**src/rtl/cpu_step_controller.sv**
```systemverilog
// ---------------------------------------------------------------------------
// cpu_step_controller
// Run/step control for the Forth core. Produces a one-cycle clock-enable
// (step_en) that advances the CPU in one of four modes: stop, slow auto-step
// (one step per slow_clk rise), manual step (one step per debounced button
// press) and full speed. A CPU halt request parks the controller in HALT until
// the button is pressed with the request released.
//
// Ports
//   clock_in    in   1          system clock, all logic on posedge
//   reset       in   1          synchronous, active-high
//   slow_clk    in   1          divider output, sampled as an async level
//   btn_step    in   1          raw pushbutton, active-high, bouncy
//   sw_mode     in   2          raw switches: 00 STOP 01 SLOW 10 STEP 11 FAST
//   halt_req    in   1          CPU halt request, synchronous level
//   step_en     out  1          1 = CPU executes one step this cycle
//   halted      out  1          1 while in HALT
//   state_out   out  3          FSM state: STOP=0 SLOW=1 STEP=2 FAST=3 HALT=4
//   step_count  out  CNT_WIDTH  wrapping count of step_en cycles
// ---------------------------------------------------------------------------
module cpu_step_controller #(
    parameter logic [27:0] DEBOUNCE_CYCLES = 28'd1000000,
    parameter int unsigned CNT_WIDTH       = 16
) (
    input  logic                 clock_in,
    input  logic                 reset,
    input  logic                 slow_clk,
    input  logic                 btn_step,
    input  logic [1:0]           sw_mode,
    input  logic                 halt_req,
    output logic                 step_en,
    output logic                 halted,
    output logic [2:0]           state_out,
    output logic [CNT_WIDTH-1:0] step_count
);

    localparam int unsigned DB_W = 28;

    typedef enum logic [2:0] {
        S_STOP = 3'd0,
        S_SLOW = 3'd1,
        S_STEP = 3'd2,
        S_FAST = 3'd3,
        S_HALT = 3'd4
    } state_t;

    state_t state;
    state_t state_next;
    logic   step_en_next;

    logic            slow_s1;
    logic            slow_s2;
    logic            slow_d;
    logic            slow_rise;
    logic            btn_s1;
    logic            btn_s2;
    logic            btn_db;
    logic            btn_db_d;
    logic            btn_press;
    logic [DB_W-1:0] db_cnt;
    logic [1:0]      sw_s1;
    logic [1:0]      sw_s2;

    function automatic state_t decode_mode(input logic [1:0] mode);
        case (mode)
            2'b01:   decode_mode = S_SLOW;
            2'b10:   decode_mode = S_STEP;
            2'b11:   decode_mode = S_FAST;
            default: decode_mode = S_STOP;
        endcase
    endfunction

    // Input synchronisers, slow_clk edge detect and button debounce.
    always_ff @(posedge clock_in) begin
        if (reset) begin
            slow_s1   <= 1'b0;
            slow_s2   <= 1'b0;
            slow_d    <= 1'b0;
            slow_rise <= 1'b0;
            btn_s1    <= 1'b0;
            btn_s2    <= 1'b0;
            btn_db    <= 1'b0;
            btn_db_d  <= 1'b0;
            btn_press <= 1'b0;
            db_cnt    <= '0;
            sw_s1     <= 2'b00;
            sw_s2     <= 2'b00;
        end else begin
            slow_s1   <= slow_clk;
            slow_s2   <= slow_s1;
            slow_d    <= slow_s2;
            slow_rise <= slow_s2 & ~slow_d;
            btn_s1    <= btn_step;
            btn_s2    <= btn_s1;
            sw_s1     <= sw_mode;
            sw_s2     <= sw_s1;
            // Counter only runs while the synced button disagrees with the
            // accepted value; any agreement (a bounce back) restarts it.
            if (btn_s2 == btn_db) begin
                db_cnt <= '0;
            end else if (db_cnt == DEBOUNCE_CYCLES - 28'd1) begin
                btn_db <= ~btn_db;
                db_cnt <= '0;
            end else begin
                db_cnt <= db_cnt + DB_W'(1);
            end
            btn_db_d  <= btn_db;
            btn_press <= btn_db & ~btn_db_d;
        end
    end

    // State register.
    always_ff @(posedge clock_in) begin
        if (reset) begin
            state <= S_STOP;
        end else begin
            state <= state_next;
        end
    end

    // Next state and next step enable.
    always_comb begin
        state_next   = decode_mode(sw_s2);
        step_en_next = 1'b0;

        if (halt_req && (state != S_STOP)) begin
            state_next = S_HALT;
        end else if (state == S_HALT) begin
            // Mode switches are ignored until the operator releases the halt.
            state_next = (btn_press && !halt_req) ? decode_mode(sw_s2) : S_HALT;
        end

        case (state)
            S_FAST:  step_en_next = 1'b1;
            S_SLOW:  step_en_next = slow_rise;
            S_STEP:  step_en_next = btn_press;
            default: step_en_next = 1'b0;
        endcase
        if (halt_req) begin
            step_en_next = 1'b0;
        end
    end

    // Registered outputs; halted tracks the state being entered.
    always_ff @(posedge clock_in) begin
        if (reset) begin
            step_en    <= 1'b0;
            halted     <= 1'b0;
            step_count <= '0;
        end else begin
            step_en <= step_en_next;
            halted  <= (state_next == S_HALT);
            if (step_en) begin
                step_count <= step_count + CNT_WIDTH'(1);
            end
        end
    end

    assign state_out = state;

endmodule

```
**config.mk**
```make
export PLATFORM = sky130hd
export DESIGN_NAME = cpu_step_controller
export DESIGN_NICKNAME = d
export VERILOG_FILES = /design/src/rtl/cpu_step_controller.sv
export SDC_FILE = /design/constraint.sdc
export NUM_CORES = 1
export LEC_CHECK = 0
export ABC_AREA = 1
export ABC_CLOCK_PERIOD_IN_PS = 1800
export BUFFER_PORTS_ARGS = -buffer_cell sky130_fd_sc_hd__buf_2
export CAP_MARGIN = 15
export CELL_PAD_IN_SITES_DETAIL_PLACEMENT = 2
export CELL_PAD_IN_SITES_GLOBAL_PLACEMENT = 2
export CORE_ASPECT_RATIO = 1.1
export CORE_UTILIZATION = 32
export CTS_BUF_LIST = sky130_fd_sc_hd__clkbuf_16
export DETAILED_ROUTE_END_ITERATION = 10
export GPL_TIMING_DRIVEN = 0
export PLACE_DENSITY = 0.75
export SYNTH_ARGS = -nofsm -noshare
export SYNTH_HDL_FRONTEND = slang
export SYNTH_SLANG_ARGS = --single-unit
```
**constraint.sdc**
```tcl
create_clock -name clock_in -period 1.8 [get_ports clock_in]
set_input_delay 0.27 -clock clock_in [delete_from_list [all_inputs] [get_ports clock_in]]
set_output_delay 0.27 -clock clock_in [all_outputs]
set_load 0.1 [all_outputs]
```
Word-level counts from Yosys, hierarchy flattened --
Cells that the tools add are included.
Word-level totals: memory bits (writable) 0, latch bits 0, memory bits (read-only) 0, flip-flop bits (word level) 62, logic and storage cells 46, memories kept 0
Operators by class: eq/ne operators 10, add/sub/neg operators 2, mux-type cells 5, shift operators 0, div/mod/pow operators 0, order comparisons 0, reduce and logical (&&, ||, !) cells 7, bitwise operators 6, multipliers 0
Operators with widths (count):
- $add 28x1->28 const B | 1
- $eq 28x20->1 const B | 1
- $add 16x1->16 const B | 1
- $mux 3 | 3
- $eq 3x2->1 const B | 2
- $eq 3x3->1 const B | 2
- $pmux 2 s3 | 1
- $eq 2x2->1 const B | 2
- $not 1->1 | 4
- $eq 3x1->1 const B | 1
- $pmux 1 s3 | 1
- $reduce_bool 3->1 | 1
- $reduce_or 3->1 | 1
- $and 1x1->1 | 2
- $eq 2x1->1 const B | 1
- $logic_and 1x1->1 | 2
- $reduce_and 2->1 | 1
- $reduce_or 2->1 | 1
- $eq 1x1->1 | 1
- $logic_not 1->1 | 1

Logic depth before layout (Yosys ltp) --
word-level depth 6, mapped depth 9

Least setup slack after synthesis --
No wires, ideal clock.
kind flip-flop to flip-flop, start point reg step_count[0], end point reg step_count[10], buffers on the path 0, clock period less this slack 2181 ps, cell stages (with the launch flop) 8, setup slack -381 ps, required time 1684 ps, arrival 2066 ps, library setup time 116 ps, cells stage by stage dfxtp_1 ha_1 nand2_1 nor2_2 nand4_2 nor2_2 nand2_1 and3_1
On the way: cells in the longest elaborated chain, start to end 1
Ends and longest elaborated chain:
- start, declared | line 34 | output logic [CNT_WIDTH-1:0] step_count
- start signal, assigned | line 154 | step_count <= step_count + CNT_WIDTH'(1);
- $add 16x1->16 | line 154
Every way passes these cells. A chain may end at the register's enable or synchronous reset.

Final worst setup path --
start point reg db_cnt[0], end point reg db_cnt[15]
On the way: cells in the longest elaborated chain, start to end 2
Ends and longest elaborated chain:
- start, declared | line 60 | logic [DB_W-1:0] db_cnt;
- start signal, assigned | line 105 | db_cnt <= db_cnt + DB_W'(1);
- branches (longest 2 deep; another with $add 28x1->28)
Parallel ways; which one is timed is not known.

==> impl_results.md <==
* Routed vias/inst at 4.820
* Post-synth EDFFs at 0
* Drt total wl at slightly above 9000 µm
* Vias in the first global route at around 3100
* H-Tree Depth at 3
* Initial core utilization at 33.33%
* Crit path DAT at 1890 ps
* Min Tclk post-route at 1666 ps
* Clock-pin slew on the worst setup and hold paths at ~60 ps
* Gpl congestion at 0.8147
* Overall power at between 3 and 4 mW
* NumNets Final at 495
* Synth Area per Inst at about 6.7 µm²
* M2 GR Usage at 41.27%
* Setup crit end kind: flip-flop
* Pin count of the biggest net entering global routing at 13
* CTS tree: yes
* # IOs at 28
* Worst hold-check path type: in -> reg
* Post-route ant nets at 0
* Area Overhead vs Synth at 20.03%
* Ys async rst share at 0%
* CP Capture Point: db_cnt[15]
* Max Transition Viols Final at 0
* Antenna diode count at 0
* M1 GR Usage at 21.92%
* RSZ-0062 raised after global routing: false
* Crit Path Class: reg -> reg
* Dpl cells at around 590
* Power per cell area at 871.8 nW/µm²
* Setup WS pre-CTS at -14.98 ps
* Via count at 2916
* P_leak at around 1.4 nW
* Die area at between 9000 and 10000 µm²
* CTS Buffer Depth at 2
* Relative slew slack at 61.92%
* # Max-Cap Violations at 0
* Cells after synthesis at 445
* Seq/Total Area, Yosys at 41.75%
* GRT Residual Overflow at 0
* Peak supply drop at ~460 µV
* Grt met3 use at 2.876%
* Initial DRC count at 56
* Port Buf Inserts at 27
* Worst-path fanout max at 10
* Hold-fix buffers, CTS at 0
* GRT Total Usage at between 20 and 25%
* Setup slack, reg-to-reg at 130 ps
* Initial antenna violation count at 0
* R2R depth at 9
* Horiz. Die Dim at 93.90 µm
* Worst setup SP type: flip-flop
* WP data required at 2020 ps
* Final worst slack at ~130 ps
* Final hold violation count at 0
* Most Crowded Layer GR: met2
* Insertion delay to the later sink of the worst-skew pair at about 330 ps
* Layout cells sized above 1 at around 16%
* Final Skew at 8.207 ps
* Die H at between 100 and 150 µm
* Yosys warns at 0
* Worst r2r src: db_cnt[0]
* Drt pass-1 iters at 4
* Mapped cell area at 2973 µm²
* WL/cell at 15.27 µm
* Crit. Startpoint: db_cnt[0]
* Root Driver: clkbuf_16
* Core footprint at around 9000 µm²
* FP Rows at 36
* Dominant synthesized flop cell: dfxtp_1
* Residual DRC at 0
* Synthesis-stage register bit count at 62
* Synthesized Nets at 454
* Layout Utilization at 40.01%
* Crit share post-route at 92.58%
* CTS Buf Count at 9
* First-pass GRT wire length at approximately 15000 µm
* Slew of the pin with the lowest slew margin at 571.2 ps
* Setup violators final at 0
* Detailed Place HPWL at about 7000 µm
* Status: completed
* RR Endpoint: db_cnt[15]
* Non-Filler Instances at 605
* CTS Sinks at 62
* Netlist cell types at 28
* Max frequency at 600.1 MHz
## cells in the final DEF (no fill, tap or decap), drive strengths merged
cell and n:
buf 32, nand2 110, nand3 21, inv 60, dfxtp 62, nor3b 1
o21ai 12, o211ai 1, nor3 8, nor4 1, or2 1, and3 3
clkinv 5, nor2 112, ha 2, a21oi 23, clkinvlp 2, clkbuf 12
nand4 7, nand3b 2, xnor2 3, xor2 10, o21bai 1
## through the flow
stage                     hold slack (ps)  instance area (µm²)  setup TNS (ps)
after global routing                142.2                 3568               0
after floorplan                     340.7                 2984          -1.780
after detailed placement            387.8                 3262          -67.24
final                               134.3                 3568               0
after CTS                           128.9                 3561               0
after global placement              380.5                 3262               0
## cell type report
class | instances | area, µm²
Fill cell | 1115 | 5350
Multi-Input combinational cell | 318 | 1480
Timing Repair Buffer | 30 | 157.7
Clock buffer | 9 | 225.2
Buffer | 5 | 33.78
Clock inverter | 7 | 51.30
Inverter | 60 | 225.2
Sequential cell | 62 | 1252
Tap cell | 114 | 142.6
## worst max-delay path: stages (launching register included)
cell and delay [ps]:
dfxtp_1 370, ha_1 240, nand3_4 120, inv_2 120
nand3_1 80, nor2_1 150, nand2_1 110, nand2_4 120
buf_6 170, nor2_1 60
## cell families (layout without fill, tap and decap cells)
family,after synthesis,count (layout),share of synthesized area (%)
buf+inv,65,111,8.712
compound gates,37,37,6.524
simple gates,266,266,38.34
xor+xnor,13,13,3.830
flops,62,62,41.75
fa+ha+maj,2,2,0.8416
## layer usage
metal / vias up / part of all wire (%)
met5: - / 0
met2: 27 / 55
met1: 1419 / 42
li1: 1460 / -
met4: 0 / 1.3
met3: 10 / 1.7
## where the power goes
| part | switching, mW | leakage (nW) | internal, mW | total (mW) |
|---|---|---|---|---|
| registers | 0.00607 | 0.506 | 1.39 | 1.39 |
| logic | 0.0782 | 0.732 | 0.0240 | 0.102 |
| clock network | 0.683 | 0.131 | 0.933 | 1.62 |
## registers in the layout, indices dropped and copies added (netlist names)
register,cells
btn_db,1
btn_db_d,1
btn_press,1
btn_s1,1
btn_s2,1
db_cnt,28
halted,1
slow_d,1
slow_rise,1
slow_s1,1
slow_s2,1
state_out,3
step_count,16
step_en,1
sw_s1,2
sw_s2,2
## cells in the mapped netlist, types with 2 or more instances
master,n,area (µm²)
xnor2_1,3,26.28
nand2_2,3,18.77
and3_1,3,18.77
nand2_1,106,397.9
inv_1,58,217.7
nand4_1,6,37.54
nand3_1,20,100.1
nand3b_1,2,15.01
ha_1,2,25.02
inv_2,2,7.510
dfxtp_1,62,1241
clkbuf_1,3,11.26
buf_6,2,22.52
nor2_2,13,81.33
o21ai_0,12,60.06
nor2_1,99,371.6
xor2_1,10,87.58
nor3_1,7,35.03
a21oi_1,23,115.1
## repair_timing
item | 4_1_cts | 5_1_grt
buffers inserted | 3 | 0
gates resized for setup | 0 | 1
endpoints found under the setup margin | 7 | 3
## worst min path at each step
stage               cells past startpoint   endpoint      from
global placement                        1  slow_rise    slow_d
CTS                                     2    step_en  halt_req
detailed placement                      1  btn_press  btn_db_d
finish                                  2    step_en  halt_req
floorplan                               1    step_en  halt_req
global route                            2    step_en  halt_req
No activity file was read; power rests on OpenSTA's default activity.
